## config.mk

```make
export PLATFORM = sky130hd
export DESIGN_NAME = universal_shift_register
export DESIGN_NICKNAME = d
export VERILOG_FILES = /design/src/rtl/shift_pkg.sv /design/src/rtl/shift_frame_counter.sv /design/src/rtl/universal_shift_register.sv
export SDC_FILE = /design/constraint.sdc
export NUM_CORES = 1
export LEC_CHECK = 0
export BUFFER_PORTS_ARGS = -buffer_cell sky130_fd_sc_hd__buf_2
export CAP_MARGIN = 20
export CORE_ASPECT_RATIO = 1.2
export CORE_MARGIN = 5
export CORE_UTILIZATION = 40
export DETAILED_ROUTE_END_ITERATION = 6
export PLACE_DENSITY = 0.74
export SYNTH_ARGS = -nofsm -noshare
export SYNTH_HDL_FRONTEND = slang
export SYNTH_SLANG_ARGS = --single-unit
```

## constraint.sdc

```tcl
create_clock -name CLK -period 1.4 [get_ports CLK]
set_input_delay 0.28 -clock CLK [delete_from_list [all_inputs] [get_ports CLK]]
set_output_delay 0.28 -clock CLK [all_outputs]
set_load 0.01 [all_outputs]
```

## src/rtl/shift_pkg.sv

```systemverilog
// shift_pkg: operation encoding shared by the universal shift register and its bench
package shift_pkg;
    typedef enum logic [2:0] {
        MODE_HOLD  = 3'd0,
        MODE_SHL   = 3'd1,
        MODE_SHR   = 3'd2,
        MODE_ROL   = 3'd3,
        MODE_ROR   = 3'd4,
        MODE_LOAD  = 3'd5,
        MODE_CLEAR = 3'd6,
        MODE_RSVD  = 3'd7
    } usr_mode_t;

    function automatic logic is_shift(input usr_mode_t m);
        return m inside {MODE_SHL, MODE_SHR, MODE_ROL, MODE_ROR};
    endfunction

    function automatic logic is_restart(input usr_mode_t m);
        return m inside {MODE_LOAD, MODE_CLEAR};
    endfunction
endpackage

```

## src/rtl/shift_frame_counter.sv

```systemverilog
// shift_frame_counter: counts shifts per WIDTH-long frame and pulses frame_done on completion
module shift_frame_counter #(
    parameter int WIDTH = 8,
    localparam int CW = $clog2(WIDTH + 1)
) (
    input  logic          CLK,
    input  logic          RESET,
    input  logic          en,
    input  logic          shift,
    input  logic          restart,
    output logic [CW-1:0] count,
    output logic          frame_done
);
    logic [CW-1:0] count_q, count_d;
    logic          done_q, done_d;
    logic          last;

    assign last = count_q == CW'(WIDTH - 1);

    always_comb begin
        count_d = count_q;
        done_d  = 1'b0;
        if (en && restart) count_d = '0;
        else if (en && shift) begin
            count_d = last ? '0 : count_q + 1'b1;
            done_d  = last;
        end
    end

    always_ff @(posedge CLK or negedge RESET) begin
        if (!RESET) begin
            count_q <= '0;
            done_q  <= 1'b0;
        end else begin
            count_q <= count_d;
            done_q  <= done_d;
        end
    end

    assign count      = count_q;
    assign frame_done = done_q;
endmodule

```

## src/rtl/universal_shift_register.sv

```systemverilog
// universal_shift_register: shift/rotate/load/clear register with serial taps and frame tracking
module universal_shift_register
    import shift_pkg::*;
#(
    parameter int               WIDTH       = 8,
    parameter logic [WIDTH-1:0] RESET_VALUE = '0,
    localparam int              CW          = $clog2(WIDTH + 1)
) (
    input  logic             CLK,
    input  logic             RESET,
    input  logic             EN,
    input  usr_mode_t        MODE,
    input  logic             DATA_IN,
    input  logic [WIDTH-1:0] D,
    output logic [WIDTH-1:0] Q,
    output logic             SER_OUT_L,
    output logic             SER_OUT_R,
    output logic [CW-1:0]    COUNT,
    output logic             FRAME_DONE
);
    logic [WIDTH-1:0] q_q;

    // all datapath muxing lives in this one clocked process; reserved mode falls to hold
    always_ff @(posedge CLK or negedge RESET) begin
        if (!RESET) q_q <= RESET_VALUE;
        else if (EN) begin
            case (MODE)
                MODE_SHL:   q_q <= {q_q[WIDTH-2:0], DATA_IN};
                MODE_SHR:   q_q <= {DATA_IN, q_q[WIDTH-1:1]};
                MODE_ROL:   q_q <= {q_q[WIDTH-2:0], q_q[WIDTH-1]};
                MODE_ROR:   q_q <= {q_q[0], q_q[WIDTH-1:1]};
                MODE_LOAD:  q_q <= D;
                MODE_CLEAR: q_q <= RESET_VALUE;
                default:    q_q <= q_q;
            endcase
        end
    end

    shift_frame_counter #(.WIDTH(WIDTH)) u_frame (
        .CLK        (CLK),
        .RESET      (RESET),
        .en         (EN),
        .shift      (is_shift(MODE)),
        .restart    (is_restart(MODE)),
        .count      (COUNT),
        .frame_done (FRAME_DONE)
    );

    assign Q         = q_q;
    assign SER_OUT_L = q_q[WIDTH-1];
    assign SER_OUT_R = q_q[0];
endmodule

```

==> flow_metrics.py, run 1 <==
metrics = {
    "outcome": {
        "status": "completed",
    },
    "synthesis": {
        "ys_ff_latch": 13,
        "syn_avg_cell_area_um2": 9.10,
        "yosys-top-cells-count": "dfrtp_1, nand3_1, a21o_1, a22oi_1, o22ai_1",
        "synth_top_area_cell": "dfrtp_1",
        "synth_area_um2": 1030,
        "ys_seq_area_share_pct": 31.6,
        "synth_edf_count": 0,
        "synthFlopType": "dfrtp_1",
        "synth_nets": 129,
        "ys_top_cells_by_area": "dfrtp_1, mux2_2, a21o_1",
        "synth.most_common_cell": "dfrtp_1",
        "yosysWarnings": 0,
        "synth_top_area_share_pct": 31.6,
        "synthArstFlopShare_pct": 100,
        "synth_cell_types": 44,
        "netlist_instances": 113,
    },
    "layout": {
        "stdcell_count": 187,
        "antenna_cells": 0,
        "design_area_um2": 1320,
        "area_growth_syn_to_layout_pct": 28.6,
        "drive_above_1_share_pct": 41.6,
        "final_nets": 171,
    },
    "routing": {
        "avgRoutedWirePerCell_um": 14.5,
        "dr_total_vias": 1070,
        "drtPass1Iterations": 4,
        "viasPerCell": 5.72,
        "drc": 0,
        "drt_iter0_markers": 32,
        "final_antenna_net_count": 0,
        "finalWirelength_um": 2710,
    },
    "setup_path": {
        "worstPathMaxFanout": 6,
        "regToRegStartpoint": "u_frame.count[0]$_DFFE_PN0P_",
        "critPathCaptureType": "primary output",
        "worstPathArrival_ps": 980,
        "r2r_cells": 5,
        "worstPathRequired_ps": 1120,
        "rr_endpoint": "u_frame.count[0]$_DFFE_PN0P_",
        "start_kind": "flop",
        "reg2reg_slack_ps": 140,
        "crit_type": "flop to primary output",
    },
    "timing": {
        "setup_viol": 0,
        "fin_crit_ps": 1260,
        "final-max-slew-violation-count": 0,
        "fmax_mhz": 792,
        "worst_pin_slew_ps": 349,
        "fin_skew_ps": 7.61,
        "hold_viol_final": 0,
        "max_slew_margin_pct": 76.6,
        "fin_crit_sh_pct": 90.2,
        "rsz0062_at_grt": "no",
    },
    "clock_network": {
        "cts_made_buffers": 3,
        "clock_sink_count": 13,
        "htree_levels": 1,
        "clockBufferDepth": 2,
        "postCtsSetupBuffers": 0,
        "cts-root-buf": "clkbuf_4",
        "cts_tree": "yes",
        "worstSkewPairLatency_ps": 290,
        "clk_pin_slew_ps": 90,
    },
    "global_route": {
        "grt_pass1_wl_um": 4660,
        "grt_max_degree": 16,
        "grt_use_total_pct": 15.8,
        "antenna_found_initial": 0,
        "gr-total-overflow": 0,
        "grt_pass1_vias": 1042,
    },
    "placed_design": {
        "place.gp.congestion": 0.798,
        "dp_hpwl_um": 2080,
        "portBuffers": 29,
        "dp.cells": 182,
        "placed_area_um2": 1280,
    },
    "min_path": {
        "holdPathEnd": "u_frame.count[1]$_DFFE_PN0P_",
        "holdCritPathClass": "input port to flop",
        "hp-start": "EN",
        "holdPathStages": 2,
    },
    "power_and_ir_drop": {
        "p_leak_nw": 0.635,
        "comb_power_share_pct": 42.9,
        "clkPwrFrac_pct": 17.5,
        "power_switching_uw": 529,
        "seqPwrFrac_pct": 39.6,
        "internal-power_uw": 861,
        "ir_worst_vdd_uv": 731,
        "sw_frac_of_total_pct": 38.1,
        "power.density_nw_per_um2": 1050,
    },
    "floorplanning": {
        "rows": 20,
        "start_util_pct": 41.1,
        "dieArea_um2": 3690,
        "die_w_um": 56.3,
        "core_um2": 2500,
        "die_h_um": 65.5,
        "boundaryPins": 30,
    },
    "flow_run": {
        "maxCapViolCount": 0,
    },
}
-- worst max-delay path by stage --
stage,cells after the start,startpoint,endpoint,slack [ps]
after global placement,5,MODE[0],u_frame.count[3]$_DFFE_PN0P_,-5
after detailed placement,5,MODE[0],u_frame.count[3]$_DFFE_PN0P_,-40
final,2,u_frame.count[0]$_DFFE_PN0P_,COUNT[0],140
after CTS,5,u_frame.count[0]$_DFFE_PN0P_,u_frame.count[0]$_DFFE_PN0P_,30
after floorplan,6,MODE[0],Q[5]$_DFFE_PN0P_,30
after global routing,5,u_frame.count[0]$_DFFE_PN0P_,u_frame.count[0]$_DFFE_PN0P_,30
-- cell families (layout without fill, tap and decap cells) --
family	after synthesis	in the layout	synth area share, %
AO/OA/AOI/OAI	44	44	31.9
AND/OR/NAND/NOR	29	29	15.8
buffers and inverters	16	57	9.25
flip-flops	13	13	31.6
multiplexers	7	7	7.54
adder cells (fa/ha/maj)	2	2	2.19
XOR/XNOR	2	2	1.70
-- area by class of cell --
| class | instances | area, um^2 |
|---|---|---|
| clock buffers | 4 | 26.3 |
| flip-flops and latches | 13 | 325 |
| multi-input cells | 84 | 613 |
| inverters | 3 | 11.3 |
| repair buffers | 50 | 305 |
| well taps | 33 | 41.3 |
| fillers | 235 | 1180 |
-- cell usage in the layout, fill, tap and decap left out, drive strengths merged --
master       instances
a41oi                1
nand2b               2
and2                 1
xnor2                1
maj3                 1
dlygate4sd3          1
or2                  2
a22oi                7
a211oi               7
and3b                1
o21ai                7
inv                  3
dfrtp               13
or4                  1
a21boi               1
nor2b                1
ha                   1
nand4                1
xor2                 1
buf                 49
clkbuf               4
nor3b                1
o31ai                1
nand3                8
mux2i                1
nor2                 4
o22ai                7
and3                 2
a32o                 1
a21oi                1
nand2                4
a21o                 7
nor3                 1
a221oi               1
o221ai               1
mux2                 6
a22o                 1
o211ai               1
-- metrics by stage --
step | power [mW] | TNS, ps | hold WS (ps) | worst slack [ps] | util (%)
finish | 1.39 | 0 | 372 | 137 | 52.8
global route | 1.49 | 0 | 385 | 27.0 | 52.8
CTS | 1.40 | 0 | 356 | 31.4 | 52.8
detailed placement | 1.14 | -72.1 | 189 | -41.3 | 51.2
global placement | 1.12 | -4.89 | 190 | -4.89 | 51.2
floorplan | 0.902 | 0 | -15.6 | 29.4 | -
-- power groups by stage --
| stage | Combinational, mW | Sequential (mW) | Clock (mW) |
|---|---|---|---|
| floorplan | 0.307 | 0.595 | 0 |
| CTS | 0.597 | 0.549 | 0.253 |
| detailed placement | 0.589 | 0.555 | 0 |
| finish | 0.596 | 0.551 | 0.243 |
| global route | 0.656 | 0.568 | 0.266 |
| global placement | 0.569 | 0.552 | 0 |
-- flip-flops by register name, summed over array words and instances, names as in the netlist --
signal / flops
Q: 8
u_frame.count: 4
u_frame.frame_done: 1
-- metal layers --
metal | GRT usage [%] | wire [um] | vias to the layer above
met1 | 18.2 | 1140 | 503
met5 | 0 | 0 | -
met4 | 6.23 | 48 | 0
li1 | - | - | 518
met3 | 3.14 | 196 | 5
met2 | 28.5 | 1330 | 44
-- critical path: stages, from the launching register on --
cell	delay [ps]
dfrtp_1	390
buf_4	160
buf_2	140
-- timing repair --
| action | CTS | global route |
|---|---|---|
| endpoints found under the hold margin | 13 | 0 |
| resized for setup | 1 | 2 |
| hold buffers | 1 | 0 |
| setup endpoints to repair | 1 | 1 |
Note: power is estimated with default switching activity, not from simulation.
==> run 2: changes to the inputs <==
--- a/constraint.sdc
+++ b/constraint.sdc
@@ -3,2 +3,2 @@
 set_output_delay 0.28 -clock CLK [all_outputs]
-set_load 0.01 [all_outputs]
+set_load 0.05 [all_outputs]
==> run 2 against run 1 <==
Maximum frequency is 7.2% lower. Combinational power is 46% higher. Clock power is 2% lower. Largest power group unchanged. Register-to-register slack worse by 30 ps.
==> flow_metrics.py, run 2 (synthesized netlist as in run 1, its figures left out) <==
metrics = {
    "layout": {
        "final_nets": 168,
        "nFillCells": 260,
        "design_area_um2": 1320,
        "drive_above_1_share_pct": 41.7,
        "area_growth_syn_to_layout_pct": 28.7,
        "largest_register_ffs": 8,
        "stdcell_count": 184,
        "layout_commonest_cell": "buf_2",
        "layout_common_cells": "buf_2, buf_4, dfrtp_1",
        "antenna_cells": 0,
        "final_util_pct": 52.9,
    },
    "routing": {
        "drc": 0,
        "avgRoutedWirePerCell_um": 14.7,
        "dr_total_vias": 1021,
        "drtPass1Iterations": 4,
        "drt_iter0_markers": 26,
        "final_antenna_net_count": 0,
        "finalWirelength_um": 2710,
        "viasPerCell": 5.55,
    },
    "timing": {
        "fmax_mhz": 735,
        "setup_viol": 0,
        "fin_tns_setup_ps": 0,
        "rsz0062_at_grt": "no",
        "hold_viol_final": 0,
        "final-max-slew-violation-count": 0,
        "max_slew_margin_pct": 74.4,
        "fin_crit_sh_pct": 97.2,
        "fin_skew_ps": 9.61,
        "fin_crit_ps": 1360,
        "setup_ws_ps": 39.5,
        "worst_pin_slew_ps": 382,
    },
    "power_and_ir_drop": {
        "ir_worst_vdd_uv": 869,
        "p_leak_nw": 0.623,
        "power.density_nw_per_um2": 1270,
    },
    "floorplanning": {
        "rows": 20,
        "die_w_um": 56.3,
        "start_util_pct": 41.1,
        "boundaryPins": 30,
        "dieArea_um2": 3690,
        "core_um2": 2500,
        "die_h_um": 65.5,
    },
    "placed_design": {
        "portBuffers": 29,
        "place.gp.congestion": 0.784,
        "placed_area_um2": 1290,
        "dp_hpwl_um": 2130,
        "dp.cells": 179,
        "dp_slack_ps": -52.8,
    },
    "min_path": {
        "holdPathEnd": "u_frame.count[1]$_DFFE_PN0P_",
        "holdPathStages": 2,
        "hp-start": "EN",
        "holdCritPathClass": "input port to flop",
    },
    "clock_network": {
        "cts-root-buf": "clkbuf_4",
        "worstSkewPairLatency_ps": 280,
        "clock_sink_count": 13,
        "hold_buffers": 1,
        "cts_tree": "yes",
        "postCtsSetupBuffers": 0,
        "cts_made_buffers": 3,
        "ctsResizeCount": 0,
        "clockBufferDepth": 2,
        "htree_levels": 1,
        "clk_pin_slew_ps": 90,
    },
    "setup_path": {
        "critPathCaptureType": "primary output",
        "crit_type": "flop to primary output",
        "start_kind": "flop",
        "regToRegStartpoint": "u_frame.count[1]$_DFFE_PN0P_",
        "r2r_cells": 5,
        "reg2reg_slack_ps": 110,
        "worstPathArrival_ps": 1080,
        "rr_endpoint": "u_frame.count[0]$_DFFE_PN0P_",
        "worstPathMaxFanout": 6,
        "worstPathRequired_ps": 1120,
    },
    "outcome": {
        "status": "completed",
    },
    "global_route": {
        "grt_pass1_wl_um": 4490,
        "grt_pass1_vias": 1001,
        "grt_max_degree": 14,
        "antenna_found_initial": 0,
        "grt_use_total_pct": 15.0,
        "gr-total-overflow": 0,
    },
    "flow_run": {
        "maxCapViolCount": 0,
    },
}
## run 2: stage by stage
| step | hold WS, ps | power [mW] |
|---|---|---|
| floorplan | -15.6 | 1.20 |
| global placement | 191 | 1.42 |
| detailed placement | 195 | 1.45 |
| CTS | 383 | 1.70 |
| global route | 378 | 1.78 |
| finish | 379 | 1.68 |
## run 2: layout make-up
cell class / count / area (um^2) / area share (%)
tap: 33 / 41.3 / 3.12
timing repair buffer: 47 / 295 / 22.3
multi-input combinational: 84 / 621 / 46.9
clock buffer: 4 / 26.3 / 1.98
inverter: 3 / 11.3 / 0.851
sequential: 13 / 329 / 24.9
## run 2: metal layers
layer  GRT usage, %  wire length [um]  vias up
li1               -                 -      503
met1           16.9              1150      483
met2           28.4              1380       35
met3           3.34               171        0
met4           3.56                 0        0
met5              0                 0        -
## run 2: critical path: stages (launching register included)
cell and delay, ps:
dfrtp_2 430, buf_4 160, buf_2 210
## run 2: where the power goes
group / total, mW / internal (mW) / leakage (nW) / switching (mW)
logic: 0.873 / 0.300 / 0.447 / 0.573
registers: 0.567 / 0.458 / 0.161 / 0.109
clock network: 0.239 / 0.110 / 0.0150 / 0.129
## run 2: worst max path at each step
| stage | start | end | slack, ps | cells after the start |
|---|---|---|---|---|
| floorplan | u_frame.count[0]$_DFFE_PN0P_ | u_frame.count[0]$_DFFE_PN0P_ | 10 | 5 |
| global placement | MODE[1] | u_frame.count[1]$_DFFE_PN0P_ | -30 | 6 |
| detailed placement | MODE[1] | u_frame.count[1]$_DFFE_PN0P_ | -50 | 6 |
| CTS | u_frame.count[0]$_DFFE_PN0P_ | COUNT[0] | 20 | 2 |
| global route | u_frame.count[0]$_DFFE_PN0P_ | COUNT[0] | 5 | 2 |
| finish | u_frame.count[0]$_DFFE_PN0P_ | COUNT[0] | 40 | 2 |
==> run 3: changes to the inputs <==
- CORE_ASPECT_RATIO: 1.2 -> 0.8
==> run 3 against run 2 <==
Combinational power is 2% lower. Clock power is 3% lower. Register-to-register slack worse by 20 ps. Critical endpoint is now COUNT[2]. Largest cell class unchanged. Largest power group unchanged.
==> flow_metrics.py, run 3 (synthesized netlist as in run 1, its figures left out) <==
metrics = {
    "routing": {
        "drc": 0,
        "drtPass1Iterations": 4,
        "dr.max_layer_used": "met4",
        "avgRoutedWirePerCell_um": 14.6,
        "drt-met1-wl_um": 1240,
        "finalWirelength_um": 2720,
        "met3_length_um": 95,
        "wl_met2_um": 1360,
        "dr_total_vias": 1052,
        "viasPerCell": 5.63,
        "drt_iter0_markers": 54,
        "final_antenna_net_count": 0,
    },
    "clock_network": {
        "clockBufferDepth": 2,
        "cts_tree": "yes",
        "worstSkewPairLatency_ps": 270,
        "cts-root-buf": "clkbuf_4",
        "cts_made_buffers": 3,
        "htree_levels": 1,
        "clock_sink_count": 13,
        "clk_pin_slew_ps": 80,
    },
    "global_route": {
        "antenna_found_initial": 0,
        "grt_pass1_vias": 1056,
        "gr-total-overflow": 0,
        "grt_max_degree": 15,
        "grt_use_total_pct": 15.7,
        "grt_pass1_wl_um": 4670,
    },
    "setup_path": {
        "crit_path_top_delay_cell": "dfrtp_1",
        "worstPathRequired_ps": 1120,
        "start_kind": "flop",
        "worstPathMaxFanout": 7,
        "crit_buf_inv": 1,
        "max_stage_delay_ps": 490,
        "worstPathArrival_ps": 1080,
        "crit_family": "flip-flops",
        "r2r_cells": 5,
        "crit_type": "flop to primary output",
        "cp_num_cells": 1,
        "critPathCaptureType": "primary output",
        "crit_chain": "buf_2",
    },
    "timing": {
        "rsz0062_at_grt": "no",
        "setup_ws_ps": 35.1,
        "worst_pin_slew_ps": 326,
        "fin_skew_ps": 6.07,
        "fin_crit_ps": 1360,
        "setup_viol": 0,
        "fin_tns_setup_ps": 0,
        "hold_slack_ps": 348,
        "fin_crit_sh_pct": 97.5,
        "max_slew_margin_pct": 78.3,
        "final-max-slew-violation-count": 0,
        "fmax_mhz": 733,
        "hold_viol_final": 0,
    },
    "floorplanning": {
        "boundaryPins": 30,
        "die_h_um": 55.4,
        "start_util_pct": 41.8,
        "rows": 16,
        "core_um2": 2460,
        "dieArea_um2": 3690,
        "die_w_um": 66.7,
    },
    "layout": {
        "final_nets": 168,
        "layout_commonest_cell": "buf_2",
        "final_util_pct": 53.9,
        "largest_register_ffs": 8,
        "area_growth_syn_to_layout_pct": 29.1,
        "nFillCells": 227,
        "antenna_cells": 0,
        "layout_common_cells": "buf_2, buf_4, dfrtp_1",
        "multiInputGateArea_um2": 621,
        "stdcell_count": 187,
        "register_area_um2": 329,
        "drive_above_1_share_pct": 41.7,
    },
    "power_and_ir_drop": {
        "ir_worst_vdd_uv": 499,
        "p_leak_nw": 0.624,
        "power.density_nw_per_um2": 1260,
    },
    "placed_design": {
        "dp.cells": 182,
        "portBuffers": 29,
        "place.gp.congestion": 0.847,
        "dp_hpwl_um": 2110,
        "dp_slack_ps": -87.7,
    },
    "min_path": {
        "holdPathStages": 3,
        "holdCritPathClass": "input port to flop",
    },
    "outcome": {
        "status": "completed",
    },
    "flow_run": {
        "maxCapViolCount": 0,
    },
}
run 3: tightest hold or removal path: stages:
cell	delay, ps
buf_2	160
nand2_1	80
nand3_1	60
run 3: worst paths after layout:
kind	slack [ps]	to	from
hold reg to reg	550	Q[1]$_DFFE_PN0P_	Q[1]$_DFFE_PN0P_
setup reg to reg	90	u_frame.count[0]$_DFFE_PN0P_	u_frame.count[0]$_DFFE_PN0P_
min in group asynchronous	420	Q[7]$_DFFE_PN0P_	RESET
hold / removal	350	u_frame.count[2]$_DFFE_PN0P_	MODE[2]
max in group asynchronous	710	u_frame.count[1]$_DFFE_PN0P_	RESET
setup / recovery	40	COUNT[2]	u_frame.count[2]$_DFFE_PN0P_
run 3: final cells by class:
cell class	count	area share (%)
Multi-Input combinational cell	84	46.7
Sequential cell	13	24.8
Timing Repair Buffer	47	22.2
Tap cell	36	3.39
Clock buffer	4	1.98
Inverter	3	0.848
run 3: through the flow:
step	instance area (um^2)	power [mW]
floorplan	1040	1.20
global placement	1290	1.41
detailed placement	1290	1.44
CTS	1330	1.68
global route	1330	1.77
finish	1330	1.67
run 3: where the power goes:
part	internal [mW]	switching (mW)	total, mW
sequential	0.458	0.127	0.585
clock	0.110	0.123	0.233
combinational	0.293	0.561	0.855
total	0.862	0.811	1.67
run 3: repair_timing:
item / CTS / global route
endpoints found under the setup margin: 0 / 0
setup buffers: 0 / 0
resized for setup: 0 / 0
hold buffers: 1 / 0
endpoints found under the hold margin: 13 / 0
run 3: layer usage:
| metal | GRT usage [%] | vias up |
|---|---|---|
| met4 | 6.09 | 0 |
| met3 | 3.45 | 2 |
| li1 | - | 510 |
| met5 | 0 | - |
| met1 | 20.3 | 518 |
| met2 | 25.0 | 22 |
